==> src/rtl/ahb_lite_pkg.sv <==
// AHB-Lite encodings and lane/alignment helpers shared by the SRAM controller.
// The misalignment helper is only consumed when AHB_SRAM_ERR_EN is defined.
package ahb_lite_pkg;

    localparam logic [1:0] HTRANS_IDLE   = 2'b00;
    localparam logic [1:0] HTRANS_BUSY   = 2'b01;
    localparam logic [1:0] HTRANS_NONSEQ = 2'b10;
    localparam logic [1:0] HTRANS_SEQ    = 2'b11;

    localparam logic [2:0] HSIZE_BYTE = 3'd0;
    localparam logic [2:0] HSIZE_HALF = 3'd1;
    localparam logic [2:0] HSIZE_WORD = 3'd2;

    localparam logic HRESP_OKAY  = 1'b0;
    localparam logic HRESP_ERROR = 1'b1;

    typedef enum logic [1:0] {
        ERR_IDLE,
        ERR_CYC1,
        ERR_CYC2
    } err_state_t;

    // Sizes above a word fall through to full-word lanes, which also aligns down.
    function automatic logic [3:0] lane_ben(input logic [2:0] size, input logic [1:0] addr);
        case (size)
            HSIZE_BYTE: lane_ben = 4'b0001 << addr;
            HSIZE_HALF: lane_ben = addr[1] ? 4'b1100 : 4'b0011;
            default:    lane_ben = 4'b1111;
        endcase
    endfunction

    function automatic logic is_misaligned(input logic [2:0] size, input logic [1:0] addr);
        is_misaligned = (size > HSIZE_WORD) ||
                        ((size == HSIZE_HALF) && addr[0]) ||
                        ((size == HSIZE_WORD) && (addr != 2'b00));
    endfunction

endpackage

==> src/rtl/ahb_sram_wbuf.sv <==
// One-entry posted-write buffer with read forwarding; the forward mask is
// computed against the buffer contents as they will be after the current edge.
module ahb_sram_wbuf
    import ahb_lite_pkg::*;
#(
    parameter int ADDR_W = 10
) (
    input  logic              clk,
    input  logic              rst_n,
    input  logic              i_capture,
    input  logic [ADDR_W-1:0] i_cap_addr,
    input  logic [3:0]        i_cap_ben,
    input  logic [31:0]       i_cap_data,
    input  logic              i_drain,
    input  logic              i_rd_acc,
    input  logic [ADDR_W-1:0] i_rd_addr,
    output logic              o_valid,
    output logic [ADDR_W-1:0] o_addr,
    output logic [3:0]        o_ben,
    output logic [31:0]       o_data,
    output logic [3:0]        o_fwd_mask,
    output logic [31:0]       o_fwd_data
);

    logic              r_valid;
    logic [ADDR_W-1:0] r_addr;
    logic [3:0]        r_ben;
    logic [31:0]       r_data;
    logic [3:0]        r_fwd_mask;
    logic [31:0]       r_fwd_data;

    logic              w_valid_next;
    logic [ADDR_W-1:0] w_addr_next;
    logic [3:0]        w_ben_next;
    logic [31:0]       w_data_next;

    assign w_valid_next = i_capture | (r_valid & ~i_drain);
    assign w_addr_next  = i_capture ? i_cap_addr : r_addr;
    assign w_ben_next   = i_capture ? i_cap_ben  : r_ben;
    assign w_data_next  = i_capture ? i_cap_data : r_data;

    always_ff @(posedge clk or negedge rst_n) begin
        if (!rst_n) begin
            r_valid    <= 1'b0;
            r_addr     <= '0;
            r_ben      <= 4'b0000;
            r_data     <= '0;
            r_fwd_mask <= 4'b0000;
            r_fwd_data <= '0;
        end else begin
            r_valid <= w_valid_next;
            if (i_capture) begin
                r_addr <= i_cap_addr;
                r_ben  <= i_cap_ben;
                r_data <= i_cap_data;
            end
            if (i_rd_acc) begin
                r_fwd_mask <= (w_valid_next && (w_addr_next == i_rd_addr)) ? w_ben_next : 4'b0000;
                r_fwd_data <= w_data_next;
            end
        end
    end

    assign o_valid    = r_valid;
    assign o_addr     = r_addr;
    assign o_ben      = r_ben;
    assign o_data     = r_data;
    assign o_fwd_mask = r_fwd_mask;
    assign o_fwd_data = r_fwd_data;

endmodule

==> src/rtl/ahb_sram_ctrl.sv <==
// Zero-wait AHB-Lite slave in front of a single-port 32-bit SRAM.
// Define AHB_SRAM_ERR_EN to answer misaligned/oversized transfers with ERROR.
module ahb_sram_ctrl
    import ahb_lite_pkg::*;
#(
    parameter int ADDR_W = 10
) (
    input  logic              clk,
    input  logic              rst_n,
    input  logic              hsel,
    input  logic [31:0]       haddr,
    input  logic [1:0]        htrans,
    input  logic              hwrite,
    input  logic [2:0]        hsize,
    input  logic [31:0]       hwdata,
    input  logic              hready,
    output logic              hreadyout,
    output logic              hresp,
    output logic [31:0]       hrdata,
    output logic [ADDR_W-1:0] ram_addr,
    output logic [31:0]       ram_din,
    output logic [3:0]        ram_ben,
    output logic              ram_wren,
    input  logic [31:0]       ram_dout
);

    logic              w_acc;
    logic              w_err;
    logic              w_rd_acc;
    logic              w_wr_acc;
    logic [ADDR_W-1:0] w_haddr_word;
    logic              w_capture;
    logic              w_drain;
    logic              w_buf_valid;
    logic [ADDR_W-1:0] w_buf_addr;
    logic [3:0]        w_buf_ben;
    logic [31:0]       w_buf_data;
    logic [3:0]        w_fwd_mask;
    logic [31:0]       w_fwd_data;
    logic [31:0]       w_rd_merged;
    logic              w_unused;

    logic              r_rd_dp;
    logic              r_wr_dp;
    logic [ADDR_W-1:0] r_wr_addr;
    logic [3:0]        r_wr_ben;
    logic [31:0]       r_hrdata;

    assign w_acc        = hsel & htrans[1] & hready;
    assign w_haddr_word = haddr[ADDR_W+1:2];
    assign w_unused     = ^{haddr[31:ADDR_W+2], htrans[0]};

`ifdef AHB_SRAM_ERR_EN
    err_state_t r_err_state;
    logic       r_hreadyout;
    logic       r_hresp;

    assign w_err = w_acc & is_misaligned(hsize, haddr[1:0]);

    always_ff @(posedge clk or negedge rst_n) begin
        if (!rst_n) begin
            r_err_state <= ERR_IDLE;
            r_hreadyout <= 1'b1;
            r_hresp     <= HRESP_OKAY;
        end else begin
            case (r_err_state)
                ERR_CYC1: begin
                    r_err_state <= ERR_CYC2;
                    r_hreadyout <= 1'b1;
                    r_hresp     <= HRESP_ERROR;
                end
                default: begin
                    // The second error cycle has hready high, so a new transfer may start there.
                    if (w_err) begin
                        r_err_state <= ERR_CYC1;
                        r_hreadyout <= 1'b0;
                        r_hresp     <= HRESP_ERROR;
                    end else begin
                        r_err_state <= ERR_IDLE;
                        r_hreadyout <= 1'b1;
                        r_hresp     <= HRESP_OKAY;
                    end
                end
            endcase
        end
    end

    assign hreadyout = r_hreadyout;
    assign hresp     = r_hresp;
`else
    assign w_err     = 1'b0;
    assign hreadyout = 1'b1;
    assign hresp     = HRESP_OKAY;
`endif

    assign w_rd_acc = w_acc & ~w_err & ~hwrite;
    assign w_wr_acc = w_acc & ~w_err & hwrite;

    always_ff @(posedge clk or negedge rst_n) begin
        if (!rst_n) begin
            r_rd_dp   <= 1'b0;
            r_wr_dp   <= 1'b0;
            r_wr_addr <= '0;
            r_wr_ben  <= 4'b0000;
            r_hrdata  <= '0;
        end else begin
            r_rd_dp <= w_rd_acc;
            r_wr_dp <= w_wr_acc;
            if (w_wr_acc) begin
                r_wr_addr <= w_haddr_word;
                r_wr_ben  <= lane_ben(hsize, haddr[1:0]);
            end
            if (r_rd_dp)
                r_hrdata <= w_rd_merged;
        end
    end

    // Reads own the port; a pending drain or data-phase write yields to them.
    always_comb begin
        ram_addr = '0;
        ram_din  = '0;
        ram_ben  = 4'b0000;
        ram_wren = 1'b0;
        if (w_rd_acc) begin
            ram_addr = w_haddr_word;
            ram_ben  = 4'b1111;
        end else if (w_buf_valid) begin
            ram_addr = w_buf_addr;
            ram_din  = w_buf_data;
            ram_ben  = w_buf_ben;
            ram_wren = 1'b1;
        end else if (r_wr_dp) begin
            ram_addr = r_wr_addr;
            ram_din  = hwdata;
            ram_ben  = r_wr_ben;
            ram_wren = 1'b1;
        end
    end

    assign w_capture = r_wr_dp & (w_rd_acc | w_buf_valid);
    assign w_drain   = w_buf_valid & ~w_rd_acc;

    ahb_sram_wbuf #(
        .ADDR_W (ADDR_W)
    ) u_wbuf (
        .clk        (clk),
        .rst_n      (rst_n),
        .i_capture  (w_capture),
        .i_cap_addr (r_wr_addr),
        .i_cap_ben  (r_wr_ben),
        .i_cap_data (hwdata),
        .i_drain    (w_drain),
        .i_rd_acc   (w_rd_acc),
        .i_rd_addr  (w_haddr_word),
        .o_valid    (w_buf_valid),
        .o_addr     (w_buf_addr),
        .o_ben      (w_buf_ben),
        .o_data     (w_buf_data),
        .o_fwd_mask (w_fwd_mask),
        .o_fwd_data (w_fwd_data)
    );

    for (genvar gi = 0; gi < 4; gi++) begin : g_fwd_lane
        assign w_rd_merged[gi*8 +: 8] = w_fwd_mask[gi] ? w_fwd_data[gi*8 +: 8] : ram_dout[gi*8 +: 8];
    end

    assign hrdata = r_rd_dp ? w_rd_merged : r_hrdata;

    a_single_entry: assert property (@(posedge clk) disable iff (!rst_n)
        !(r_wr_dp && w_buf_valid && w_rd_acc));

endmodule

==> config.mk <==
export PLATFORM = sky130hd
export DESIGN_NAME = ahb_sram_ctrl
export DESIGN_NICKNAME = d
export VERILOG_FILES = /design/src/rtl/ahb_lite_pkg.sv /design/src/rtl/ahb_sram_wbuf.sv /design/src/rtl/ahb_sram_ctrl.sv
export SDC_FILE = /design/constraint.sdc
export NUM_CORES = 1
export LEC_CHECK = 0
export ABC_AREA = 0
export CAP_MARGIN = 20
export CORE_ASPECT_RATIO = 1.4
export CORE_MARGIN = 4
export CORE_UTILIZATION = 45
export CTS_BUF_LIST = sky130_fd_sc_hd__clkbuf_8
export DETAILED_ROUTE_END_ITERATION = 8
export GPL_ROUTABILITY_DRIVEN = 0
export PLACE_DENSITY = 0.77
export SYNTH_ARGS = -nofsm -noshare
export SYNTH_HDL_FRONTEND = slang
export SYNTH_SLANG_ARGS = --single-unit
export TNS_END_PERCENT = 10
==> constraint.sdc <==
create_clock -name clk -period 3 [get_ports clk]
set_clock_uncertainty 0.2 [all_clocks]
set_input_delay 0.45 -clock clk [delete_from_list [all_inputs] [get_ports clk]]
set_output_delay 0.45 -clock clk [all_outputs]
set_load 0.1 [all_outputs]
Yosys cells after proc, flatten, opt, wreduce, memory -nomap -nowiden
Index checks and enable logic that the tools add are counted.
{"block": "word_totals", "ff_bits": 131, "input_bits": 106, "word_cells": 51, "out_inout_bits": 81}
{"block": "op_classes", "shifts": 1, "eq_ne": 2, "n_reduce_logical": 2, "bitwise_logic": 12, "mux": 23}
{"op": "32-bit two-way mux", "n": 5}
{"op": "10-bit two-way mux", "n": 4}
{"op": "8-bit two-way mux", "n": 4}
{"op": "4-bit two-way mux", "n": 6}
{"op": "10-bit == test", "n": 1}
{"op": "4-bit case mux with 2 select lines", "n": 1}
{"op": "1-bit AND", "n": 7}
{"op": "1-bit by 2-bit left shift with 4-bit output, first input constant", "n": 1}
{"op": "3-bit by 1-bit == test with 1-bit output, second input constant", "n": 1}
{"op": "3-bit zero test", "n": 1}
{"op": "1-bit two-way mux", "n": 3}
{"op": "1-bit inverter", "n": 3}
{"op": "1-bit OR", "n": 2}
{"op": "1-bit logical AND", "n": 1}

Depth between registers and ports, before layout
Gate-level depths: netlist of run 1.
{"block": "logic_depth", "depth_word": 10, "ltp_mapped": 7, "depth_no_buf": 6}

Modules after synthesis
A second synthesis of run 1 with hierarchy kept.
{"block": "unflattened", "hier_cells": 510, "area_unflattened_um2": 6045.8}
{"module": "ahb_sram_wbuf", "seq_area_each_um2": 2077.0, "area_per_inst_um2": 3234.4, "instances": 1, "cells_per_inst": 202}
{"module": "ahb_sram_ctrl", "seq_area_each_um2": 1201.2, "area_per_inst_um2": 2811.4, "instances": 1, "cells_per_inst": 308}

Least setup slack after synthesis of run 1
No wires, ideal clock.
{"block": "synth_timing", "path_kind": "register -> output", "startpoint": "register u_wbuf.r_valid (netlist: u_wbuf.o_valid)", "endpoint": "output port ram_addr[6]", "n_path_buf": 3, "path_slack_ps": -784, "required_ps": 2350, "t_arrival_ps": 3134, "path_stages_with_launch": 6, "path_cell_list": "dfrtp_1 > buf_2 > buf_2 > clkbuf_1 > a21oi_1 > o21ai_0"}
{"block": "synth_via", "elab_chain_len": 2}
{"item": "start, declared", "line_no": "ahb_sram_wbuf.sv:25", "rtl": "logic r_valid;"}
{"item": "start signal, assigned", "line_no": "ahb_sram_wbuf.sv:51", "rtl": "r_valid <= w_valid_next;"}
{"item": "10-bit two-way mux", "line_no": "ahb_sram_ctrl.sv:127", "rtl": "end else if (w_buf_valid) begin"}
{"item": "10-bit two-way mux", "line_no": "ahb_sram_ctrl.sv:124", "rtl": "if (w_rd_acc) begin"}
{"item": "end, declared", "line_no": "ahb_sram_ctrl.sv:20", "rtl": "output logic [ADDR_W-1:0] ram_addr,"}
Every way passes these cells.

Final worst setup path of run 1
{"block": "layout_timing", "startpoint": "register u_wbuf.r_valid (netlist: u_wbuf.o_valid)", "endpoint": "output port ram_din[7]"}
{"block": "layout_via", "elab_chain_len": 2}
{"item": "32-bit two-way mux", "line_no": "ahb_sram_ctrl.sv:127"}
{"item": "32-bit two-way mux", "line_no": "ahb_sram_ctrl.sv:124"}
{"item": "end, declared", "line_no": "ahb_sram_ctrl.sv:21", "rtl": "output logic [31:0] ram_din,"}
Every way passes these cells.

==> results.ini, run 1 <==
[yosys]
synth_async_sr_flop_share=1.00
ys_ff_latch=131
synth-edff-count=0
ys_warn_count=0
ys_seq_area_frac=0.520
syn_area_sq_um=6300
synth-main-ff-cell=dfrtp_1
synth_fp_nets=754
synth_cells=648
synth_cell_type_count=49
avgSynthCellArea_sq_um=9.73

[worst_setup_path]
r2r_slack_ps=680
end_kind=output pin
rr_startpoint=u_wbuf.o_valid$_DFF_PN0_
rr_worst_depth=6
arrival_ps=2250
path_class=flip-flop to output pin
timing.rr.end=u_wbuf.o_fwd_mask[1]$_DFFE_PN0P_
cp-startpoint=u_wbuf.o_valid$_DFF_PN0_
cp-start-kind=flip-flop
crit_fanout=28
crit_required_ps=2350
crit_path_end=ram_din[7]

[floorplan]
io_pins=187
core_sq_um=13600
dieWidth_um=108
rows=50
fp.dieH_um=148
die-area_sq_um=16000
start_util=0.464

[pwr]
seqPwrFrac=0.389
pwr-share-clk=0.288
p_sw_mw=1.98
leakage_nw=4.23
swShare=0.368
fin_total_pwr_mw=5.40
combinationalPowerShare=0.323
vdd_ir_drop_max_uv=397
p_per_area_nw_per_um2=576
p_int_mw=3.41

[place]
place_ws_ps=133
hpwl_um=13000
io_buffers=163

[grt]
antenna_found_initial=0
grt_pass1_vias=5896
grt_usage=0.234
grt_pass1_wl_um=29400
grt_max_degree=59
grt-ovfl-total=0

[clocking]
holdBufCountCts=1
cts_setup_buffers=0
cts.sinks=131
htreeDepth=4
cts_made_buffers=17
cts_max_path_buffers=2
cts_root_buf=clkbuf_8
cts.clk_slew.worst_paths_ps=70
post_cts_resized=0
cts_tree=done
clk_latency_ps=430

[sta]
tightest_slew_ps=633
max_freq_mhz=345
fin_crit_sh=0.966
fin_crit_ps=2900
hold_ws_ps=282
setup_ws_ps=103
slew_violations=0
setup_viol=0
tns_ps=0
rsz0062_at_grt=false
slew_headroom=0.578
finalHoldViolCount=0

[layout]
area_growth_syn_to_layout_pct=48.6
final_cell_mix=nand2_1, dfrtp_1, clkdlybuf4s50_1, buf_12, nor2_1
nets=907
drive_above_1_share=0.222
antenna_cells=0
final_common_cell=nand2_1

[outcome]
status=finished clean

[routing]
vias=5462
wl_per_cell_um=18.2
wl_met1_um=6810
antenna_left=0
drtIter0Drc=273
met3_length_um=895
routed.top_layer=met4
wl_met2_um=9690
wl_um=18200
drt_pass1_iterations=5
drc_errors=0
via_per_inst=5.48

[run]
maxCapViolations=0

[worst_hold_path]
hold_class=flip-flop to flip-flop

==> routing by layer <==
| layer | up-vias | track usage |
|---|---|---|
| met1 | 2670 | 0.261 |
| met2 | 204 | 0.415 |
| met3 | 55 | 0.0472 |
| met4 | 0 | 0.121 |
| li1 | 2533 | - |
| met5 | - | 0 |
==> sequential cells by signal (all words and copies together), names as in the netlist <==
signal / flops
r_hrdata: 32
r_rd_dp: 1
r_wr_addr: 10
r_wr_ben: 4
r_wr_dp: 1
u_wbuf.o_addr: 10
u_wbuf.o_ben: 4
u_wbuf.o_data: 32
u_wbuf.o_fwd_data: 32
u_wbuf.o_fwd_mask: 4
u_wbuf.o_valid: 1
==> cell type report <==
cell class                 instances  area (sq um)
clock buffer                      17           234
fill                             982          4210
sequential                       131          3280
inverter                          14          55.1
multi-input combinational        457          2800
tap                              182           228
clock inverter                    15           183
timing repair buffer             180          2590
==> critical path: stages (launching register included) <==
cell and delay (ps):
dfrtp_2 650, nor2_4 190, buf_4 340, a22oi_1 140, nor2_1 270, buf_12 220
==> through the flow <==
step | instance area [sq um] | util | cells
finish | 9370 | 0.690 | 996
global placement | 8940 | 0.659 | 963
global route | 9370 | 0.690 | 996
CTS | 9370 | 0.690 | 996
floorplan | 6320 | - | 648
detailed placement | 8940 | 0.659 | 963
==> cells in the mapped netlist, types with 2 or more instances <==
cell type | count | area [sq um]
a21o_1 | 3 | 22.5
clkbuf_1 | 25 | 93.8
xnor2_1 | 12 | 105
buf_4 | 2 | 15.0
inv_1 | 11 | 41.3
xor2_1 | 2 | 17.5
o41ai_1 | 2 | 17.5
o31ai_1 | 2 | 15.0
nand3_1 | 3 | 15.0
buf_2 | 9 | 45.0
a22oi_1 | 32 | 240
conb_1 | 2 | 7.51
o221ai_1 | 2 | 17.5
mux2i_1 | 32 | 320
mux2_2 | 39 | 439
nand4_1 | 4 | 25.0
a221oi_1 | 9 | 78.8
nand2_1 | 131 | 492
o21ai_0 | 18 | 90.1
mux2_1 | 2 | 22.5
nor2b_1 | 2 | 12.5
dfrtp_1 | 131 | 3280
a21oi_1 | 47 | 235
buf_1 | 9 | 33.8
nor2_1 | 80 | 300
a21boi_0 | 2 | 15.0
nand2b_1 | 8 | 50.1
a221o_1 | 4 | 40.0
o2111ai_1 | 2 | 17.5
o311ai_1 | 2 | 17.5
==> how the worst min path moves through the flow <==
stage / startpoint / endpoint / slack (ps) / depth (start not counted)
after detailed placement: u_wbuf.o_fwd_data[7]$_DFFE_PN0P_ / u_wbuf.o_fwd_data[7]$_DFFE_PN0P_ / 260 / 2
final: u_wbuf.o_fwd_data[7]$_DFFE_PN0P_ / u_wbuf.o_fwd_data[7]$_DFFE_PN0P_ / 280 / 2
after floorplan: rst_n / r_hrdata[0]$_DFF_PN0_ / -50 / 0
after global routing: u_wbuf.o_fwd_data[31]$_DFFE_PN0P_ / u_wbuf.o_fwd_data[31]$_DFFE_PN0P_ / 310 / 2
after global placement: u_wbuf.o_fwd_data[15]$_DFFE_PN0P_ / u_wbuf.o_fwd_data[15]$_DFFE_PN0P_ / 260 / 2
after CTS: u_wbuf.o_fwd_data[7]$_DFFE_PN0P_ / u_wbuf.o_fwd_data[7]$_DFFE_PN0P_ / 280 / 2
==> power groups by stage <==
| stage | Combinational [mW] | Sequential, mW | Clock (mW) |
|---|---|---|---|
| 2_1_floorplan | 1.08 | 2.10 | 0 |
| 3_3_place_gp | 1.72 | 2.12 | 0 |
| 3_5_place_dp | 1.75 | 2.13 | 0 |
| 4_1_cts | 1.75 | 2.10 | 1.58 |
| 5_1_grt | 1.82 | 2.13 | 1.66 |
| 6_report | 1.74 | 2.10 | 1.55 |
==> cells by family (layout without fill, tap and decap cells) <==
group | count (synthesis) | count (layout) | share of synthesized area
flip-flops | 131 | 131 | 0.520
other | 2 | 2 | 0.00119
AND/OR/NAND/NOR | 232 | 232 | 0.149
multiplexers | 73 | 73 | 0.124
AO/OA/AOI/OAI | 136 | 136 | 0.146
XOR/XNOR | 14 | 14 | 0.0195
buffers and inverters | 60 | 226 | 0.0403
No activity file was read; power rests on OpenSTA's default activity.
==> inputs of run 2 (changes only) <==
--- a/config.mk
+++ b/config.mk
@@ -7,7 +7,6 @@
 export LEC_CHECK = 0
 export ABC_AREA = 0
 export CAP_MARGIN = 20
-export CORE_ASPECT_RATIO = 1.4
 export CORE_MARGIN = 4
 export CORE_UTILIZATION = 45
 export CTS_BUF_LIST = sky130_fd_sc_hd__clkbuf_8
==> run 2 against run 1 <==
  * Maximum frequency grew 8.0%
  * Non-clock buffer count grew 3
  * Clock-buffer cell count grew 1
  * Sequential cell count is the same
  * Critical endpoint is now ram_din[4]
  * Core utilization grew 0.31 points
  * Critical path depth grew 1
  * Power shrank 1.3%
  * Cell count shrank 0.40%
==> results.ini, run 2 (synthesis results as in run 1) <==
[worst_setup_path]
cp-startpoint=hsel
crit_fanout=37
end_kind=output pin
critical_path.max_stage_delay_ps=540
cp_slowest_cell=clkdlybuf4s50_1
worstPathCellList=clkdlybuf4s50_1, nand4b_4, inv_4, buf_12, nor2_1, buf_12
cp-start-kind=input pin
arrival_ps=2030
path_class=input pin to output pin
path_buf_inv=4
cp_top_family=buffers and inverters
worst_path_most_repeated_cell=buf_12
crit_required_ps=2350
rr_startpoint=u_wbuf.o_valid$_DFF_PN0_

[sta]
fin_crit_ps=2680
max_freq_mhz=373
finalHoldViolCount=0
slew_headroom=0.582
slew_violations=0
tightest_slew_ps=628
tns_ps=0
setup_viol=0
fin_crit_sh=0.894
rsz0062_at_grt=false
setup_ws_ps=318

[floorplan]
fp.dieH_um=126
dieWidth_um=126
io_pins=187
die-area_sq_um=16000
start_util=0.468
rows=42
core_sq_um=13500

[routing]
drt_pass1_iterations=5
antenna_left=0
drtIter0Drc=425
wl_um=17900
via_per_inst=5.46
vias=5412
wl_per_cell_um=18.0
drc_errors=0

[layout]
drive_above_1_share=0.225
instances_no_fill=992
area_growth_syn_to_layout_pct=47.9
nets=910
antenna_cells=0
fin_util=0.693
final_cell_mix=nand2_1, dfrtp_1, clkdlybuf4s50_1, buf_12, nor2_1
final_common_cell=nand2_1

[clocking]
post_cts_resized=0
cts.clk_slew.worst_paths_ps=70
htreeDepth=4
cts_root_buf=clkbuf_8
clk_latency_ps=440
cts_made_buffers=17
cts_max_path_buffers=2
cts.sinks=131
cts_tree=done

[grt]
antenna_found_initial=0
grt_usage=0.229
grt-ovfl-total=0
grt_pass1_vias=5869
grt_pass1_wl_um=29700
grt_max_degree=65

[pwr]
p_per_area_nw_per_um2=572
leakage_nw=4.21
fin_total_pwr_mw=5.33
vdd_ir_drop_max_uv=417

[place]
io_buffers=163
hpwl_um=12800
place_ws_ps=301
placed_cells=960

[run]
maxCapViolations=0

[worst_hold_path]
worstHoldStart=u_wbuf.o_fwd_data[14]$_DFFE_PN0P_
hold_class=flip-flop to flip-flop

[outcome]
status=finished clean

==> run 2: changes by cell type in the layout (fill, tap and decap cells not counted), moves of 2 or more <==
| cell | delta |
|---|---|
| buf_12 | -2 |
| buf_4 | +5 |
| clkinv_2 | +2 |
| clkinvlp_4 | +4 |
| clkinv_4 | -5 |
==> run 2: metal layers <==
metal | vias up | wire length, um | GRT usage | share of wire
li1 | 2538 | - | - | -
met1 | 2648 | 7460 | 0.287 | 0.42
met2 | 200 | 8770 | 0.380 | 0.49
met3 | 26 | 1360 | 0.0698 | 0.076
met4 | 0 | 301 | 0.0726 | 0.017
met5 | - | 0 | 0 | 0
==> run 2: layout make-up <==
cell class / count / area (sq um)
clock buffers: 18 / 248
clock inverters: 13 / 136
fillers: 1008 / 4130
inverters: 14 / 55.1
multi-input cells: 457 / 2800
flip-flops and latches: 131 / 3280
well taps: 176 / 220
repair buffers: 183 / 2580
==> run 2: final timing paths <==
path | slack (ps) | end | depth (start not counted)
min in group asynchronous | 350 | u_wbuf.o_fwd_data[27]$_DFFE_PN0P_ | 2
max | 320 | ram_din[4] | 6
max reg2reg | 820 | u_wbuf.o_fwd_data[9]$_DFFE_PN0P_ | 6
max in group asynchronous | 1440 | r_hrdata[0]$_DFF_PN0_ | 3
min | 280 | u_wbuf.o_fwd_data[14]$_DFFE_PN0P_ | 2
min reg2reg | 280 | u_wbuf.o_fwd_data[14]$_DFFE_PN0P_ | 2
==> run 2: through the flow <==
| step | hold slack, ps | area, sq um |
|---|---|---|
| floorplan | -45.6 | 6320 |
| global placement | 259 | 8930 |
| detailed placement | 266 | 8930 |
| CTS | 285 | 9320 |
| global route | 311 | 9320 |
| finish | 283 | 9320 |
==> run 2: power breakdown <==
group	leakage (nW)	switching [mW]	total [mW]	internal, mW
logic	2.36	1.14	1.76	0.622
registers	1.67	0.130	2.10	1.97
clock network	0.175	0.717	1.47	0.752
total	4.21	1.98	5.33	3.35
==> run 2: timing repair <==
| item | CTS | global route |
|---|---|---|
| hold buffers | 1 | 0 |
| buffers inserted | 0 | 0 |
| endpoints found under the hold margin | 42 | 0 |
==> run 2: tightest hold or removal path: stages, from the launching register on <==
cell     delay [ps]
dfrtp_1         350
nand2_1          50
nand2_1          60
==> inputs of run 3 (changes only) <==
--- a/config.mk
+++ b/config.mk
@@ -13,6 +13,7 @@
 export DETAILED_ROUTE_END_ITERATION = 8
 export GPL_ROUTABILITY_DRIVEN = 0
 export PLACE_DENSITY = 0.77
+export SKIP_LAST_GASP = 1
 export SYNTH_ARGS = -nofsm -noshare
 export SYNTH_HDL_FRONTEND = slang
 export SYNTH_SLANG_ARGS = --single-unit
==> results of run 3 <==
No change in the layout: final DEF, timing and power equal those of run 2.
